**config.mk**
```make
export PLATFORM = sky130hd
export DESIGN_NAME = read_miss_issuer
export DESIGN_NICKNAME = d
export VERILOG_FILES = /design/src/rtl/read_miss_issuer_pkg.sv /design/src/rtl/read_miss_issuer_outstanding_counter.sv /design/src/rtl/read_miss_issuer.sv
export SDC_FILE = /design/constraint.sdc
export NUM_CORES = 1
export LEC_CHECK = 0
export ABC_CLOCK_PERIOD_IN_PS = 2250
export CELL_PAD_IN_SITES_DETAIL_PLACEMENT = 1
export CELL_PAD_IN_SITES_GLOBAL_PLACEMENT = 2
export CORE_ASPECT_RATIO = 1.25
export CORE_MARGIN = 2
export CORE_UTILIZATION = 21
export DETAILED_ROUTE_END_ITERATION = 10
export HOLD_SLACK_MARGIN = 0.12
export PLACE_DENSITY_LB_ADDON = 0.1
export REMOVE_ABC_BUFFERS = 1
export SLEW_MARGIN = 15
export SYNTH_ARGS = -nofsm -noshare
export SYNTH_HDL_FRONTEND = slang
export SYNTH_HIERARCHICAL = 1
export SYNTH_SLANG_ARGS = --single-unit
```
**constraint.sdc**
```tcl
create_clock -name clk -period 2.25 [get_ports clk]
set_input_delay 0.675 -clock clk [delete_from_list [all_inputs] [get_ports clk]]
set_output_delay 0.675 -clock clk [all_outputs]
set_load 0.01 [all_outputs]
```
**src/rtl/read_miss_issuer_pkg.sv**
```systemverilog
// Shared definitions for the read-miss path (issuer and miss handler).
//   - default AXI address / ID widths and ROB tag width
//   - miss FIFO entry layout {tid, addr}, tid in the MSBs
//   - default bound on in-flight misses
package read_miss_issuer_pkg;

  localparam int unsigned AXI_ADDR_WIDTH      = 32;
  localparam int unsigned AXI_ID_WIDTH        = 4;
  localparam int unsigned TID_WIDTH           = 6;
  localparam int unsigned DEF_MAX_OUTSTANDING = 16;

  // Entry format at default widths; the miss handler unpacks pops with this.
  typedef struct packed {
    logic [TID_WIDTH-1:0]      tid;
    logic [AXI_ADDR_WIDTH-1:0] addr;
  } miss_entry_t;

endpackage

```
**src/rtl/read_miss_issuer_outstanding_counter.sv**
```systemverilog
// Up/down counter of misses issued on AR and not yet popped by the handler.
// Ports:
//   clk, rst_n   clock, async active-low reset
//   i_inc        AR handshake this cycle
//   i_dec        miss handler popped the miss FIFO this cycle
//   o_cnt        current count
//   o_at_max     count has reached MAX_OUTSTANDING (new misses must stall)
module read_miss_issuer_outstanding_counter #(
  parameter int unsigned MAX_OUTSTANDING = 16,
  parameter int unsigned CNT_WIDTH       = $clog2(MAX_OUTSTANDING + 1)
) (
  input  logic                 clk,
  input  logic                 rst_n,
  input  logic                 i_inc,
  input  logic                 i_dec,
  output logic [CNT_WIDTH-1:0] o_cnt,
  output logic                 o_at_max
);

  logic [CNT_WIDTH-1:0] r_cnt;
  logic                 w_at_max;
  logic                 w_at_zero;

  assign w_at_max  = (r_cnt >= CNT_WIDTH'(MAX_OUTSTANDING));
  assign w_at_zero = (r_cnt == '0);

  // inc and dec together cancel; each direction is guarded so the count
  // can neither wrap past MAX nor underflow below zero.
  always_ff @(posedge clk or negedge rst_n) begin
    if (!rst_n) begin
      r_cnt <= '0;
    end else begin
      case ({i_inc, i_dec})
        2'b10:   if (!w_at_max)  r_cnt <= r_cnt + CNT_WIDTH'(1);
        2'b01:   if (!w_at_zero) r_cnt <= r_cnt - CNT_WIDTH'(1);
        default: r_cnt <= r_cnt;
      endcase
    end
  end

`ifndef SYNTHESIS
  // A pop with nothing outstanding means the handler and issuer disagree.
  always_ff @(posedge clk) begin
    if (rst_n) assert (!(i_dec && !i_inc && w_at_zero));
  end
`endif

  assign o_cnt    = r_cnt;
  assign o_at_max = w_at_max;

endmodule

```
**src/rtl/read_miss_issuer.sv**
```systemverilog
// Read-miss issuer: accepts misses from tag check, pushes {tid, addr} into
// the miss FIFO, then issues the matching AR to the CXL controller. The push
// always happens one cycle before the AR, so FIFO order equals AR order.
// In-flight misses are bounded by an outstanding counter released by the
// handler's FIFO pop (resp_done_i).
// Ports:
//   clk, rst_n                       clock, async active-low reset
//   miss_valid_i/miss_ready_o        miss handshake; miss_addr_i, miss_tid_i
//   write_en_o, full_i, wdata_fifo_o miss FIFO push side ({tid, addr})
//   arvalid_o/arready_i, araddr_o, arid_o   AR channel
//   resp_done_i                      one-cycle pulse on handler FIFO pop
//   outstanding_o                    current in-flight count
// Optional: define READ_MISS_ISSUER_PERF_EN to add miss_cnt_o / stall_cnt_o
// (32-bit saturating accepted-miss and stalled-cycle counters).
module read_miss_issuer
  import read_miss_issuer_pkg::*;
#(
  parameter int unsigned ADDR_WIDTH      = AXI_ADDR_WIDTH,
  parameter int unsigned TID_W           = TID_WIDTH,
  parameter int unsigned ID_WIDTH        = AXI_ID_WIDTH,
  parameter int unsigned MAX_OUTSTANDING = DEF_MAX_OUTSTANDING,
  parameter int unsigned CNT_WIDTH       = $clog2(MAX_OUTSTANDING + 1)
) (
  input  logic                        clk,
  input  logic                        rst_n,
  input  logic                        miss_valid_i,
  output logic                        miss_ready_o,
  input  logic [ADDR_WIDTH-1:0]       miss_addr_i,
  input  logic [TID_W-1:0]            miss_tid_i,
  output logic                        write_en_o,
  input  logic                        full_i,
  output logic [ADDR_WIDTH+TID_W-1:0] wdata_fifo_o,
  output logic                        arvalid_o,
  input  logic                        arready_i,
  output logic [ADDR_WIDTH-1:0]       araddr_o,
  output logic [ID_WIDTH-1:0]         arid_o,
  input  logic                        resp_done_i,
  output logic [CNT_WIDTH-1:0]        outstanding_o
`ifdef READ_MISS_ISSUER_PERF_EN
  ,
  output logic [31:0]                 miss_cnt_o,
  output logic [31:0]                 stall_cnt_o
`endif
);

  localparam logic S_IDLE = 1'b0;
  localparam logic S_REQ  = 1'b1;

  logic                  r_state;
  logic [ADDR_WIDTH-1:0] r_addr;
  logic [ID_WIDTH-1:0]   r_id;

  logic w_idle;
  logic w_ready;
  logic w_accept;
  logic w_ar_hs;
  logic w_at_max;

  assign w_idle = (r_state == S_IDLE);

  // rst_n is folded in so ready and push stay low for the whole reset, not
  // just after the first edge.
  assign w_ready  = rst_n && w_idle && !full_i && !w_at_max;
  assign w_accept = miss_valid_i && w_ready;
  assign w_ar_hs  = (r_state == S_REQ) && arready_i;

  always_ff @(posedge clk or negedge rst_n) begin
    if (!rst_n) begin
      r_state <= S_IDLE;
      r_addr  <= '0;
      r_id    <= '0;
    end else begin
      case (r_state)
        S_IDLE: if (w_accept) begin
          r_addr  <= miss_addr_i;
          r_state <= S_REQ;
        end
        S_REQ: if (arready_i) begin
          r_id    <= r_id + ID_WIDTH'(1);
          r_state <= S_IDLE;
        end
        default: r_state <= S_IDLE;
      endcase
    end
  end

  read_miss_issuer_outstanding_counter #(
    .MAX_OUTSTANDING (MAX_OUTSTANDING),
    .CNT_WIDTH       (CNT_WIDTH)
  ) u_outstanding (
    .clk      (clk),
    .rst_n    (rst_n),
    .i_inc    (w_ar_hs),
    .i_dec    (resp_done_i),
    .o_cnt    (outstanding_o),
    .o_at_max (w_at_max)
  );

  // The tid goes straight to the FIFO; only the address is needed again for AR.
  assign miss_ready_o = w_ready;
  assign write_en_o   = w_accept;
  assign wdata_fifo_o = {miss_tid_i, miss_addr_i};
  // State resets asynchronously, so AR valid drops as soon as rst_n falls.
  assign arvalid_o    = rst_n && (r_state == S_REQ);
  assign araddr_o     = r_addr;
  assign arid_o       = r_id;

`ifdef READ_MISS_ISSUER_PERF_EN
  logic [31:0] r_miss_cnt;
  logic [31:0] r_stall_cnt;

  always_ff @(posedge clk or negedge rst_n) begin
    if (!rst_n) begin
      r_miss_cnt  <= '0;
      r_stall_cnt <= '0;
    end else begin
      if (w_accept && !(&r_miss_cnt))
        r_miss_cnt <= r_miss_cnt + 32'd1;
      if (w_idle && miss_valid_i && !w_ready && !(&r_stall_cnt))
        r_stall_cnt <= r_stall_cnt + 32'd1;
    end
  end

  assign miss_cnt_o  = r_miss_cnt;
  assign stall_cnt_o = r_stall_cnt;
`endif

endmodule

```
Word-level counts from Yosys, hierarchy flattened
Index checks and enable logic that the tools add are counted.
{ "word_totals": {"ff_bits": 42, "latch_bits": 0, "ramBits": 0, "mem_bits_ro": 0, "inputBits": 44, "output_inout_bits": 82, "n_memories": 0} }
{ "classes": {"n_addsub": 3, "multipliers": 0, "div": 0, "magnitude_cmp": 1, "n_eq_ne": 4, "n_shift": 0, "muxes": 6, "bitwise": 1, "n_reduce_logical": 13} }
{ "ops": {"columns": ["op", "n"], "rows": [
  ["$mux 5", 2],
  ["$pmux 5 s2", 1],
  ["$logic_and 1x1->1", 6],
  ["$add 5x1->5 const B", 1],
  ["$ge 5x5->1 const B", 1],
  ["$logic_not 5->1", 1],
  ["$sub 5x1->5 const B", 1],
  ["$add 4x1->4 const B", 1],
  ["$ne 2x2->1 const B", 2],
  ["$reduce_and 2->1", 2],
  ["$reduce_and 3->1", 1],
  ["$eq 2x1->1 const B", 1],
  ["$eq 2x2->1 const B", 1],
  ["$logic_not 1->1", 2],
  ["$mux 1", 2],
  ["$pmux 1 s2", 1],
  ["$reduce_bool 2->1", 1],
  ["$not 1->1", 1]
]} }

Logic depth before layout (Yosys ltp)
{ "depth": {"depth_word": 7, "depth_mapped": 9, "ltp_nobuf": 8} }

By module
The synthesis kept the hierarchy.
{ "modules_own_cells": {"columns": ["mod", "instances", "cells_each", "area_each_um2", "seq_area_each_um2"], "rows": [
  ["read_miss_issuer", 1, 125, 1834.3, 925.9],
  ["read_miss_issuer_outstanding_counter", 1, 48, 412.9, 125.1]
]} }

Least setup slack after synthesis
No wires, ideal clock.
{ "synth_path": {"path_type": "input -> register", "startpoint": "input port arready_i", "endpoint": "register u_outstanding.r_cnt[4], in the netlist u_outstanding/o_cnt[4]", "t_arrival_ns": 2.305, "t_required_ns": 2.173, "setup_slack_ns": -0.133, "cell_stages": 9, "cell_sequence": "and2_1 clkbuf_1 nand2b_4 xnor2_1 ha_1 o31ai_1 nand2_1 or4_1 a21oi_1"} }
{ "synth_via": {"elab_chain_len": 4} }
{ "synth_lines": {"columns": ["element", "line", "rtl"], "rows": [
  ["start: declaration", "read_miss_issuer.sv:34", "input logic arready_i,"],
  ["$logic_and 1x1->1 (*)", "read_miss_issuer.sv:65", "assign w_ar_hs = (r_state == S_REQ) && arready_i;"],
  ["via w_ar_hs", "read_miss_issuer.sv:56", "logic w_ar_hs;"],
  ["$eq 2x1->1 or $eq 2x2->1 (tied branches)", "read_miss_issuer_outstanding_counter.sv:33", "case ({i_inc, i_dec})"],
  ["$ne 2x2->1 (no source line) or $reduce_bool 2->1 (tied branches)", null, null],
  ["$reduce_and 3->1 (no source line)", null, null],
  ["end signal: assignment", "read_miss_issuer_outstanding_counter.sv:34", "2'b10: if (!w_at_max) r_cnt <= r_cnt + CNT_WIDTH'(1);"],
  ["end signal: assignment", "read_miss_issuer_outstanding_counter.sv:35", "2'b01: if (!w_at_zero) r_cnt <= r_cnt - CNT_WIDTH'(1);"],
  ["end signal: assignment", "read_miss_issuer_outstanding_counter.sv:36", "default: r_cnt <= r_cnt;"],
  ["end: declaration", "read_miss_issuer_outstanding_counter.sv:20", "logic [CNT_WIDTH-1:0] r_cnt;"]
]} }
The timed path passes the listed nets; every way through them passes the cells marked *.
A chain may end at the register's enable or synchronous reset.

Worst setup path in the final report
{ "layout_path": {"startpoint": "input port rst_n", "endpoint": "output port arvalid_o"} }
{ "layout_via": {"elab_chain_len": 1} }
{ "layout_lines": {"columns": ["element", "line", "rtl"], "rows": [
  ["start: declaration", "read_miss_issuer.sv:25", "input logic rst_n,"],
  ["$logic_and 1x1->1", "read_miss_issuer.sv:104", "assign arvalid_o = rst_n && (r_state == S_REQ);"],
  ["end: declaration", "read_miss_issuer.sv:33", "output logic arvalid_o,"]
]} }
Every way passes these cells.

==> results by group <==
Global route
  • GRT overflow: 0
  • Pin count of the biggest net entering global routing: 43
  • Global-route wire length before repair: slightly below 10000 um
  • Initial antenna violation count: 0
  • Vias in the first global route: 1810
  • Tot GR Track Use: 0.111

Cells and area
  • Final layout net count: 345
  • Final non-filler cell total: 431
  • # fillers: 1183
  • Final core utilization: 0.356
  • Fin area: 3740 um2
  • Final antenna diode count: 0
  • Area growth from synthesis to layout: 66.4%
  • Share of post-route cells with drive strength above 1: 0.368

Outcome
  • Status: finished clean

Setup path
  • Worst path arrival time: 1.53 ns
  • Highest net fanout along the worst path: 2
  • Type of destination of the critical path: output pin
  • CP required: approximately 1.6 ns
  • Launch point of the worst reg-to-reg path: r_state$_DFF_PN0_
  • CP cell instances: buf_2 > buf_4 > and2_1 > clkdlybuf4s50_1
  • Path depth of the worst reg2reg path: 8
  • Critical-path cell with the highest stage delay: clkdlybuf4s50_1
  • Worst setup path class: in2out
  • Max stage delay on crit path: 0.48 ns
  • Slack of the worst reg-to-reg path: roughly 0.2 ns
  • Endpoint of the worst-slack reg-to-reg timing path: u_outstanding/o_cnt[4]$_DFFE_PN0P_
  • Type of element launching the critical path: primary input

Synth
  • Post-synthesis async set-or-reset flop share: 1.00
  • Biggest area contributors in the synthesized netlist: dfrtp_1, mux2_4, buf_4
  • Syn Std Cell Area: ~2200 um2
  • Synth Flop Type: dfrtp_1
  • Number of enable flip-flop cells after synthesis: 0
  • Area fraction of the dominant cell type after synthesis: 0.468
  • Number of different library cells in the post-synthesis netlist: 34
  • Cell type contributing the most total cell area after synthesis: dfrtp_1
  • Fraction of the yosys area taken by sequential cells: 0.468
  • Register bit total from synthesis: 42
  • Most numerous cell types in the synthesized netlist: dfrtp_1, buf_4, mux2_4
  • Synthesized area per cell: 13.0 um2
  • Total number of yosys warnings: 6
  • Most frequently used cell type in the post-synthesis netlist: dfrtp_1
  • Number of standard cells after synthesis: 173

Detailed routing
  • Antenna-violating nets left: 0
  • Routed vias: 1712
  • Violation count after the first detailed-routing iteration: 27
  • Final routed wire length divided by cell count: 14.5 um
  • Detailed-routing iteration count for the pre-antenna-repair pass: 4
  • Detailed-route vias per instance: 3.97
  • Post-Route WL: 6260 um
  • DRC errors left: 0

Clock tree
  • Number of clock buffers inserted by TritonCTS: 5
  • Number of sinks on the clock net: 42
  • Maximum number of buffers from clock root to sink: 2
  • Root buffer cell: clkbuf_16
  • Clock-pin slew on the worst setup and hold paths: roughly 0.060 ns
  • Worst-skew pair later-pin latency: 0.29 ns
  • CTS tree: done
  • Number of levels the H-tree was split into: 2

Place
  • Placed instance area: 3540 um2
  • HPWL reported at the end of detailed placement: 4610 um
  • Number of buffer cells added on primary ports: roughly 110
  • Total placed cells including tap cells: 419
  • Final weighted congestion of routability-driven global placement: between 0.7 and 0.8

Die
  • Starting Density: 0.214
  • Chip Width: 96.5 um
  • Placement row count: 42
  • Full die area: 11500 um2
  • Core Footprint: 10500 um2
  • I/O pin cnt: 126
  • Chip height: 120 um

Hold path
  • Launch point of the worst hold path: arid_o[3]$_DFFE_PN0P_
  • Worst Hold Depth: 1
  • Worst hold path endpoint: arid_o[3]$_DFFE_PN0P_
  • Type of the most critical hold path: reg2reg

Timing
  • Final Cycle Share: 0.979
  • Final max-slew violation count: 0
  • Number of failing hold endpoints at the final stage: 0
  • Max-slew headroom at the worst pin: 0.604
  • Post-layout minimum cycle time: 2.20 ns
  • Final setup violation count: 0
  • Clock tree skew after final layout: 0.00562 ns
  • Actual slew at the worst max-slew pin: 0.594 ns
  • Setup repair after global routing missed its margin: no
  • Max Fclk: 0.454 GHz

Pwr
  • Leakage component of the power: 1.77 nW
  • Worst supply voltage drop on vdd: 0.385 mV
  • Power density of the placed cells: 1140 nW/um2

Run
  • Max-cap check violation count: 0
-- cells by family after synthesis --
kind of cell / Yosys count / synth area share
compound gates: 16 / 0.0484
xor+xnor: 5 / 0.0195
fa+ha+maj: 3 / 0.0167
buf+inv: 48 / 0.159
flops: 42 / 0.468
mux: 33 / 0.212
simple gates: 26 / 0.0768
-- flip-flops by register name, summed over array words and instances, names as in the netlist --
| register | cells |
|---|---|
| r_state | 1 |
| u_outstanding/o_cnt | 5 |
| arid_o | 4 |
| araddr_o | 32 |
-- critical path: cells and delay by family --
kind	cells	cell delay (ns)
buffers and inverters	3	0.72
and+or+nand+nor	1	0.14
-- placed cells by master (no fill, tap or decap), types with 2 or more instances in the layout --
cell type	n
clkdlybuf4s50_1	75
buf_4	50
dfrtp_1	42
dlygate4sd2_1	33
mux2_4	28
nor2_1	7
o21ai_0	5
mux2_2	5
clkbuf_16	5
nand2_1	4
xnor2_1	3
or3_1	3
inv_2	2
ha_1	2
bufinv_16	2
clkbuf_2	2
nor4_1	2
a21oi_2	2
a22oi_1	2
-- power by group --
part	leakage (nW)	switching (mW)	internal, mW
combinational	1.17	0.705	1.26
clock	0.0940	0.305	0.638
sequential	0.504	0.250	1.09
-- per-stage QoR --
step | power [mW] | setup WS [ns] | hold WS [ns] | TNS, ns
detailed placement | 3.30 | -0.631 | 0.474 | -10.61
floorplan | 2.14 | -0.0581 | 0.379 | -0.108
finish | 4.25 | 0.0476 | 0.472 | 0
global placement | 3.28 | -0.625 | 0.470 | -10.29
global route | 4.55 | 0.0132 | 0.521 | 0
CTS | 4.31 | 0.00649 | 0.483 | 0
-- area by class of cell --
cell class	count	area, um2	share of cell area
clock inverter	3	68.8	0.0184
sequential	42	1050	0.281
tap	132	165	0.0442
timing repair buffer	163	1450	0.389
inverter	3	11.3	0.00301
clock buffer	5	125	0.0335
multi-input combinational	83	865	0.231
-- worst max path at each step --
stage,start,endpoint,slack [ns]
after CTS,arready_i,u_outstanding/o_cnt[4]$_DFFE_PN0P_,0.006
after global routing,rst_n,arvalid_o,0.01
final,rst_n,arvalid_o,0.05
after global placement,full_i,write_en_o,-0.62
after floorplan,arready_i,u_outstanding/o_cnt[4]$_DFFE_PN0P_,-0.06
after detailed placement,full_i,write_en_o,-0.63
-- repair_timing --
item | CTS | global route
endpoints found under the setup margin | 36 | 2
hold buffers | 0 | 0
setup buffers | 4 | 0
cloned | 0 | 0
resized for setup | 47 | 8
pin swaps | 6 | 5
-- per-layer routing --
metal	wire length, um	vias to the layer above	GRT usage
li1	-	806	-
met1	2540	828	0.130
met2	3120	73	0.187
met3	510	5	0.0364
met4	87	0	0.0370
met5	0	-	0
No activity file was read; power rests on OpenSTA's default activity.
